### config.mk
export PLATFORM = sky130hd
export DESIGN_NAME = sprite_layer_arbiter
export DESIGN_NICKNAME = d
export VERILOG_FILES = /design/src/rtl/arb_pkg.sv /design/src/rtl/layer_priority_enc.sv /design/src/rtl/sprite_layer_arbiter.sv
export SDC_FILE = /design/constraint.sdc
export NUM_CORES = 1
export LEC_CHECK = 0
export CAP_MARGIN = 40
export CELL_PAD_IN_SITES_DETAIL_PLACEMENT = 1
export CELL_PAD_IN_SITES_GLOBAL_PLACEMENT = 2
export CORE_MARGIN = 3
export CORE_UTILIZATION = 25
export DETAILED_ROUTE_END_ITERATION = 6
export PLACE_DENSITY = 0.75
export SYNTH_ARGS = -nofsm -noshare
export SYNTH_HDL_FRONTEND = slang
export SYNTH_SLANG_ARGS = --single-unit
### constraint.sdc
create_clock -name pClk -period 3.7 [get_ports pClk]
set_input_delay 0.74 -clock pClk [delete_from_list [all_inputs] [get_ports pClk]]
set_output_delay 0.74 -clock pClk [all_outputs]
set_load 0.005 [all_outputs]
### src/rtl/arb_pkg.sv
// ---------------------------------------------------------------------------
// arb_pkg
// Shared constants and helpers for the sprite layer arbiter.
//   COLOR_W : width of one {R,G,B} colour word
//   BLACK   : colour driven while video is off
//   clog2() : index width for a given layer count (minimum 1 bit)
// ---------------------------------------------------------------------------
package arb_pkg;

  localparam int COLOR_W = 12;
  localparam logic [COLOR_W-1:0] BLACK = 12'h000;

  function automatic int clog2(input int n);
    int w;
    w = 0;
    for (int i = 0; i < 31; i++) begin
      if ((1 << i) < n) w = i + 1;
    end
    return (w < 1) ? 1 : w;
  endfunction

endpackage

### src/rtl/layer_priority_enc.sv
// ---------------------------------------------------------------------------
// layer_priority_enc
// Combinational lowest-index-wins encoder over a layer visibility vector.
// Ports:
//   visible      in  NUM_LAYERS  per-layer visible flag (bit 0 = top layer)
//   index        out IDX_W       index of the lowest-numbered visible layer
//   anyVisible   out 1           at least one layer visible
//   multiVisible out 1           two or more layers visible
// index is 0 when nothing is visible; qualify it with anyVisible.
// ---------------------------------------------------------------------------
module layer_priority_enc
  import arb_pkg::*;
#(
  parameter int NUM_LAYERS = 4,
  parameter int IDX_W      = clog2(NUM_LAYERS)
) (
  input  logic [NUM_LAYERS-1:0] visible,
  output logic [IDX_W-1:0]      index,
  output logic                  anyVisible,
  output logic                  multiVisible
);

  always_comb begin
    index        = '0;
    anyVisible   = 1'b0;
    multiVisible = 1'b0;
    // Walk from the bottom layer up so the lowest index is written last.
    for (int i = NUM_LAYERS - 1; i >= 0; i--) begin
      if (visible[i]) begin
        index = IDX_W'(i);
      end
    end
    // Second hit on the way up means two or more layers are visible.
    for (int i = 0; i < NUM_LAYERS; i++) begin
      if (visible[i]) begin
        if (anyVisible) multiVisible = 1'b1;
        anyVisible = 1'b1;
      end
    end
  end

endmodule

### src/rtl/sprite_layer_arbiter.sv
// ---------------------------------------------------------------------------
// sprite_layer_arbiter
// Per-pixel priority arbiter between the world-map background and
// NUM_LAYERS sprite layers feeding the Colorizer. Two-cycle pipeline; DTG
// timing is delayed alongside the colour. Also owns frame-synchronous layer
// enables, frame-rate blinking and a per-frame sprite overlap flag.
// Ports:
//   pClk          in   pixel clock
//   pReset        in   synchronous active-high reset
//   pWorld        in   background colour
//   pLayer_pix    in   sprite colours, layer i at [12i+11:12i]
//   pLayer_opq    in   per-layer opaque flags
//   pVideo_on_in  in   DTG video_on
//   pHsync_in     in   DTG hsync
//   pVsync_in     in   DTG vsync
//   pCfg_we       in   config write strobe (loads shadow masks)
//   pCfg_en       in   layer enable mask
//   pCfg_blink    in   layer blink mask
//   pIcon         out  arbitrated colour
//   pVideo_on     out  delayed video_on
//   pHsync        out  delayed hsync
//   pVsync        out  delayed vsync
//   pCollision    out  previous frame had a sprite/sprite overlap
//   pFrame_tick   out  one-cycle pulse at frame start, aligned with pVsync
// ---------------------------------------------------------------------------
module sprite_layer_arbiter
  import arb_pkg::*;
#(
  parameter int NUM_LAYERS       = 4,
  parameter int BLINK_FRAMES     = 16,
  parameter int VSYNC_ACTIVE_LOW = 1
) (
  input  logic                          pClk,
  input  logic                          pReset,
  input  logic [COLOR_W-1:0]            pWorld,
  input  logic [COLOR_W*NUM_LAYERS-1:0] pLayer_pix,
  input  logic [NUM_LAYERS-1:0]         pLayer_opq,
  input  logic                          pVideo_on_in,
  input  logic                          pHsync_in,
  input  logic                          pVsync_in,
  input  logic                          pCfg_we,
  input  logic [NUM_LAYERS-1:0]         pCfg_en,
  input  logic [NUM_LAYERS-1:0]         pCfg_blink,
  output logic [COLOR_W-1:0]            pIcon,
  output logic                          pVideo_on,
  output logic                          pHsync,
  output logic                          pVsync,
  output logic                          pCollision,
  output logic                          pFrame_tick
);

  localparam int         IDX_W      = clog2(NUM_LAYERS);
  // Both syncs share the vsync polarity; this is their idle level.
  localparam logic       SYNC_IDLE  = (VSYNC_ACTIVE_LOW != 0);
  localparam logic [7:0] BLINK_LAST = 8'(BLINK_FRAMES - 1);

  // Stage 1
  logic [COLOR_W-1:0]            s1World;
  logic [COLOR_W*NUM_LAYERS-1:0] s1Pix;
  logic [NUM_LAYERS-1:0]         s1Opq;
  logic                          s1VideoOn;
  logic                          s1Hsync;
  logic                          s1Vsync;

  // Frame / config state
  logic [NUM_LAYERS-1:0] activeEn;
  logic [NUM_LAYERS-1:0] shadowEn;
  logic [NUM_LAYERS-1:0] activeBlink;
  logic [NUM_LAYERS-1:0] shadowBlink;
  logic [7:0]            blinkCnt;
  logic                  blinkPhase;
  logic                  vsyncActPrev;
  logic                  overlapSticky;

  logic                  s1VsyncAct;
  logic                  frameStart;
  logic [NUM_LAYERS-1:0] blinkShow;
  logic [NUM_LAYERS-1:0] visSel;
  logic [NUM_LAYERS-1:0] visCol;

  logic [IDX_W-1:0]      selIdx;
  logic                  selAny;
  logic                  selMulti;
  logic [IDX_W-1:0]      colIdx;
  logic                  colAny;
  logic                  colMulti;
  logic                  unusedEnc;

  logic [COLOR_W-1:0]    layerColor;
  logic [COLOR_W-1:0]    nextIcon;

  always_ff @(posedge pClk) begin
    if (pReset) begin
      s1World   <= '0;
      s1Pix     <= '0;
      s1Opq     <= '0;
      s1VideoOn <= 1'b0;
      s1Hsync   <= SYNC_IDLE;
      s1Vsync   <= SYNC_IDLE;
    end else begin
      s1World   <= pWorld;
      s1Pix     <= pLayer_pix;
      s1Opq     <= pLayer_opq;
      s1VideoOn <= pVideo_on_in;
      s1Hsync   <= pHsync_in;
      s1Vsync   <= pVsync_in;
    end
  end

  assign s1VsyncAct = (VSYNC_ACTIVE_LOW != 0) ? ~s1Vsync : s1Vsync;
  assign frameStart = s1VsyncAct & ~vsyncActPrev;

  // Blink only hides a layer from display; overlap detection ignores it so
  // a blinking sprite still registers hits.
  assign blinkShow = ~activeBlink | {NUM_LAYERS{blinkPhase}};
  assign visSel    = s1Opq & activeEn & blinkShow;
  assign visCol    = s1Opq & activeEn;

  layer_priority_enc #(
    .NUM_LAYERS (NUM_LAYERS),
    .IDX_W      (IDX_W)
  ) uSelEnc (
    .visible      (visSel),
    .index        (selIdx),
    .anyVisible   (selAny),
    .multiVisible (selMulti)
  );

  layer_priority_enc #(
    .NUM_LAYERS (NUM_LAYERS),
    .IDX_W      (IDX_W)
  ) uColEnc (
    .visible      (visCol),
    .index        (colIdx),
    .anyVisible   (colAny),
    .multiVisible (colMulti)
  );

  assign unusedEnc = ^{selMulti, colAny, colIdx};

  always_comb begin
    layerColor = s1World;
    for (int i = 0; i < NUM_LAYERS; i++) begin
      if (selIdx == IDX_W'(i)) begin
        layerColor = s1Pix[i*COLOR_W +: COLOR_W];
      end
    end
  end

  always_comb begin
    nextIcon = BLACK;
    if (s1VideoOn) begin
      nextIcon = selAny ? layerColor : s1World;
    end
  end

  // Stage 2
  always_ff @(posedge pClk) begin
    if (pReset) begin
      pIcon       <= BLACK;
      pVideo_on   <= 1'b0;
      pHsync      <= SYNC_IDLE;
      pVsync      <= SYNC_IDLE;
      pFrame_tick <= 1'b0;
    end else begin
      pIcon       <= nextIcon;
      pVideo_on   <= s1VideoOn;
      pHsync      <= s1Hsync;
      pVsync      <= s1Vsync;
      pFrame_tick <= frameStart;
    end
  end

  // Masks, blink timing and overlap reporting all advance on frame start.
  // A config write in the frame-start cycle lands in the shadow only; the
  // active copy takes the pre-write shadow through non-blocking semantics.
  always_ff @(posedge pClk) begin
    if (pReset) begin
      activeEn      <= '1;
      shadowEn      <= '1;
      activeBlink   <= '0;
      shadowBlink   <= '0;
      blinkCnt      <= '0;
      blinkPhase    <= 1'b1;
      vsyncActPrev  <= 1'b0;
      overlapSticky <= 1'b0;
      pCollision    <= 1'b0;
    end else begin
      vsyncActPrev <= s1VsyncAct;

      if (pCfg_we) begin
        shadowEn    <= pCfg_en;
        shadowBlink <= pCfg_blink;
      end

      if (frameStart) begin
        activeEn      <= shadowEn;
        activeBlink   <= shadowBlink;
        pCollision    <= overlapSticky;
        overlapSticky <= 1'b0;
        if (blinkCnt == BLINK_LAST) begin
          blinkCnt   <= '0;
          blinkPhase <= ~blinkPhase;
        end else begin
          blinkCnt <= blinkCnt + 8'd1;
        end
      end else if (s1VideoOn && colMulti) begin
        overlapSticky <= 1'b1;
      end
    end
  end

endmodule

==> flow_summary.yaml, run 1 <==
status:
  status: "finished, final reports clean"
global_routing:
  grt_max_degree: 94
  grt.total_usage: 0.129
  grt_pass1_vias: 3476
  grt_first_pass_wirelength_um: 18000
  grt.overflow.total: 0
  antenna_found_initial: 0
routing:
  drt-pass1-iter-count: 4
  drt-total-wl_um: 11300
  wl_per_cell_um: 15.7
  drc: 0
  vias: 3228
  viasPerCell: 4.47
  drt_iter0_markers: 141
  postRouteAntennaNets: 0
logic_synthesis:
  synth-seq-cells: 111
  synth_cell_types: 40
  synthesis.nets: 498
  yosysSeqAreaShare: 0.555
  syn_inst: 419
  syn-mean-instance-area_um2: 9.55
  netlist_area_um2: 4000
  yosysWarnings: 0
cells_and_area:
  area_growth_pct: 36.8
  diodes: 0
  drive_above_1_share: 0.0548
  nets: 586
  final_cells: 722
  utilization: 0.355
  final_common_cell: "dfxtp_1"
  mostFrequentLayoutCells: "dfxtp_1, clkdlybuf4s50_1, nor2b_1"
critical_path:
  slowest_delay_ns: 0.96
  crit_type: "reg -> reg"
  critPathBufInv: 0
  end_kind: "register"
  crit_arrival_ns: 2.71
  path_cells: "nand2b_1 -> a222oi_1 -> nand2_2 -> o21ai_0 -> a221oi_1"
  startpoint_type: "register"
  crit_family: "compound AO/OA/AOI/OAI gates"
  worstPathRequired_ns: 3.93
  crit_slowest_cell: "a222oi_1"
  worstPathMaxFanout: 12
floorplan:
  design.core.area_um2: 15400
  die_w_um: 133
  row_count: 45
  die-area_um2: 17600
  io_pins: 95
  start_util: 0.259
  die_h_um: 133
power_and_ir_drop:
  power_leakage_uw: 0.00208
  pwr-share-seq: 0.492
  p_sw_uw: 592
  power.density_cell_area_nw_per_um2: 474
  p_clk_frac: 0.396
  ir_worst_vdd_uv: 320
  p_int_uw: 2000
  switching_share: 0.228
  combPwrFrac: 0.111
sta:
  worst_slew_pin_slew_ns: 1.06
  fin_tns_setup_ns: 0
  setup_ws_ns: 1.22
  rsz0062_at_grt: "false"
  setup_viol: 0
  fin_crit_ns: 2.48
  fmax_ghz: 0.403
  hold_ws_ns: 0.418
  slew_viol_final: 0
  relSlewSlack: 0.294
  hold_violations: 0
  fin_crit_sh: 0.671
  finalClockSkew_ns: 0.00812
clock_network:
  postCtsHoldBufs: 0
  clk_pin_slew_ns: 0.07
  cts_tree: "done"
  cts_buffers: 9
  clock_tree.root_cell: "clkbuf_16"
  clock_tree.buffer_depth: 2
  cts_setup_buffers: 0
  clk-insertion-delay-late_ns: 0.35
  clock-sinks: 111
  htree_levels: 3
  cts_resized: 0
flow_run:
  drv_cap: 0
place:
  io_buffer_count: 94
  dp_slack_ns: 1.26
  dp_hpwl_um: 8240
  numPlacedInstances: 705
  place.gp.congestion: 0.753
min_path:
  hold_path_class: "reg -> reg"
## sequential cells by signal, indices dropped and copies added, names as in the netlist
| name | cells |
|---|---|
| s1World | 12 |
| blinkCnt | 8 |
| pVideo_on | 1 |
| shadowBlink | 4 |
| activeEn | 4 |
| s1VideoOn | 1 |
| blinkPhase | 1 |
| pVsync | 1 |
| overlapSticky | 1 |
| pIcon | 12 |
| vsyncActPrev | 1 |
| s1Vsync | 1 |
| s1Pix | 48 |
| shadowEn | 4 |
| pHsync | 1 |
| pCollision | 1 |
| s1Opq | 4 |
| pFrame_tick | 1 |
| s1Hsync | 1 |
| activeBlink | 4 |
## kinds of logic after synthesis
kind of cell / count (synthesis) / synth area share
simple gates: 174 / 0.234
flops: 111 / 0.555
compound gates: 96 / 0.154
buf+inv: 25 / 0.0256
xor+xnor: 7 / 0.0153
mux: 4 / 0.0100
fa+ha+maj: 2 / 0.00563
## cell usage after synthesis
library cell  number  area [um2]
nand2b_1           5        31.3
mux2i_1            4        40.0
buf_1              1        3.75
o22ai_1            6        37.5
or2_2              4        25.0
dfxtp_1          111        2220
a221oi_1           5        43.8
o21a_1             5        37.5
nor2_1            17        63.8
inv_1              1        3.75
and2b_1            4        30.0
and2_1             4        25.0
a211o_1            4        35.0
nand3_1            2        10.0
clkbuf_2           1        5.00
o211ai_1           1        7.51
a21oi_1           15        75.1
nand2_1           43         161
a222oi_1           1        10.0
nand4_1            2        12.5
o2bb2ai_1          5        43.8
o21ai_0           36         180
nor2b_1           70         438
xnor2_1            1        8.76
a31oi_1            1        6.26
o221ai_1           7        61.3
maj3_1             1        10.0
nand3b_1           4        30.0
nor4_1             1        6.26
ha_1               1        12.5
and3_1             9        56.3
a22o_1             7        61.3
nand2_2            1        6.26
or2_0              1        6.26
nor3_1             7        35.0
o21ai_1            2        10.0
xor2_1             6        52.6
a211oi_1           1        7.51
clkbuf_1          21        78.8
buf_6              1        11.3
## final cells by class
type	count	area (um2)
repair buffers	101	988
multi-input cells	283	1680
inverters	1	3.75
well taps	211	264
clock buffers	9	225
flip-flops and latches	111	2220
clock inverters	6	93.8
fillers	1790	9950
## per-layer routing
layer / share of wire / up-vias / GRT usage
met5: 0 / - / 0
met4: 0.013 / 0 / 0.0398
met3: 0.040 / 13 / 0.0304
met2: 0.49 / 75 / 0.221
met1: 0.46 / 1536 / 0.160
li1: - / 1604 / -
## power groups by stage
stage               Clock, uW  Combinational [uW]  Sequential [uW]
floorplan                   0                 146             1290
global placement            0                 277             1310
detailed placement          0                 286             1310
CTS                      1060                 290             1280
global route             1100                 319             1280
finish                   1030                 289             1280
## stage by stage
stage	power, uW	instance area, um2
final	2600	5480
after global placement	1580	5120
after floorplan	1440	4000
after CTS	2630	5460
after detailed placement	1590	5140
after global routing	2710	5480
## final timing paths
| check | slack [ns] | cells past startpoint | end | from |
|---|---|---|---|---|
| min reg2reg | 0.42 | 1 | pHsync | s1Hsync |
| max | 1.22 | 5 | pIcon[1] | blinkPhase |
| max reg2reg | 1.22 | 5 | pIcon[1] | blinkPhase |
| min | 0.42 | 1 | pHsync | s1Hsync |
Power figures use the tool's default switching activity.
==> run 2, diff against run 1 <==
Settings changed: PLACE_DENSITY 0.75 to 0.78.
Clock period 3.7 ns to 2.2 ns, I/O delays scaled along.
==> flow_summary.yaml, run 2 (synthesis results as in run 1) <==
flow_run:
  drv_cap: 0
floorplan:
  die-area_um2: 17600
  die_w_um: 133
  io_pins: 95
  design.core.area_um2: 15400
  row_count: 45
  start_util: 0.259
  die_h_um: 133
global_routing:
  grt_pass1_vias: 3548
  grt_max_degree: 47
  antenna_found_initial: 0
  grt.overflow.total: 0
  grt.total_usage: 0.127
  grt_first_pass_wirelength_um: 17800
cells_and_area:
  area_growth_pct: 37.9
  diodes: 0
  reg_top3: "s1Pix x48, pIcon x12, s1World x12"
  largest_reg_flops: 48
  mostFrequentLayoutCells: "dfxtp_1, clkdlybuf4s50_1, nor2b_1"
  drive_above_1_share: 0.0638
  final_common_cell: "dfxtp_1"
  nets: 591
  top_register: "s1Pix"
clock_network:
  clock_tree.buffer_depth: 2
  htree_levels: 3
  clock-sinks: 111
  cts_tree: "done"
  clk_pin_slew_ns: 0.07
  clock_tree.root_cell: "clkbuf_16"
  cts_buffers: 9
  cts_setup_buffers: 0
  clk-insertion-delay-late_ns: 0.35
critical_path:
  crit_arrival_ns: 2.15
  crit_family: "simple AND/OR/NAND/NOR gates"
  path_common_cell: "nor2_1"
  critPathBufInv: 0
  worstPathMaxFanout: 12
  crit_type: "reg -> reg"
  critical_path_depth: 5
  end_kind: "register"
  startpoint_type: "register"
  worstPathRequired_ns: 2.43
  crit_slowest_cell: "nor2_1"
  slowest_delay_ns: 0.72
  path_cells: "and2b_1 -> nor2_1 -> nor2_1 -> a22o_1 -> a21oi_1"
  r2r_cells: 5
power_and_ir_drop:
  power_leakage_uw: 0.00210
  totalPowerFinal_uw: 4380
  ir_worst_vdd_uv: 422
  power.density_cell_area_nw_per_um2: 794
routing:
  postRouteAntennaNets: 0
  drc: 0
  viasPerCell: 4.33
  drt_iter0_markers: 122
  drt-total-wl_um: 11100
  drt-pass1-iter-count: 4
  vias: 3155
  wl_per_cell_um: 15.2
sta:
  relSlewSlack: 0.404
  setup_viol: 0
  rsz0062_at_grt: "false"
  worst_slew_pin_slew_ns: 0.890
  finalClockSkew_ns: 0.00779
  fmax_ghz: 0.522
  hold_violations: 0
  fin_crit_sh: 0.871
  fin_crit_ns: 1.92
  slew_viol_final: 0
  fin_tns_setup_ns: 0
min_path:
  hold_path_class: "in -> reg"
  holdPathStages: 2
place:
  io_buffer_count: 94
  dp_hpwl_um: 8300
  place.gp.congestion: 0.762
status:
  status: "finished, final reports clean"
-- run 2: changes by cell type in the layout (fill, tap and decap cells not counted) --
| cell | delta |
|---|---|
| clkinvlp_4 | -1 |
| a21oi_1 | -1 |
| clkbuf_8 | +1 |
| buf_4 | +5 |
| inv_6 | -1 |
| a21oi_2 | +1 |
| clkbuf_1 | +2 |
-- run 2: worst paths after layout --
kind	start	endpoint	slack, ns
worst max register to register	blinkPhase	pIcon[10]	0.28
worst max-delay path	blinkPhase	pIcon[10]	0.28
worst min-delay path	pReset	s1VideoOn	0.38
worst min register to register	s1Hsync	pHsync	0.41
-- run 2: metal layers --
layer  wire length, um  track usage
met1              5070        0.158
met4               204       0.0456
met5                 0            0
met2              5330        0.212
met3               470       0.0338
-- run 2: metrics by stage --
step                       util  hold slack (ns)  cells  instance area, um2  setup slack (ns)
after floorplan               -            0.389    419                4000             0.364
after global placement    0.337            0.400    712                5190             0.410
after detailed placement  0.337            0.401    712                5190             0.244
after CTS                 0.358            0.357    728                5520             0.222
after global routing      0.358            0.378    728                5520            0.0841
final                     0.358            0.376    728                5520             0.284
-- run 2: power breakdown --
| part | switching (uW) | internal [uW] |
|---|---|---|
| logic | 215 | 272 |
| clock network | 709 | 1040 |
| registers | 46.8 | 2110 |
-- run 2: cell type report --
class                           count  area [um2]
Multi-Input combinational cell    283        1680
Tap cell                          211         264
Fill cell                        1777        9910
Inverter                            1        3.75
Timing Repair Buffer              106        1030
Clock buffer                       12         246
Clock inverter                      4        77.6
Sequential cell                   111        2220
-- run 2: what timing repair did --
action / 4_1_cts / 5_1_grt
hold buffers: 0 / 0
gates resized for setup: 0 / 1
setup endpoints to repair: 0 / 2
==> run 3, diff against run 2 <==
Settings changed: HOLD_SLACK_MARGIN from default to 0.03.
==> results of run 3 <==
No change in the layout: final DEF, timing and power equal those of run 2.
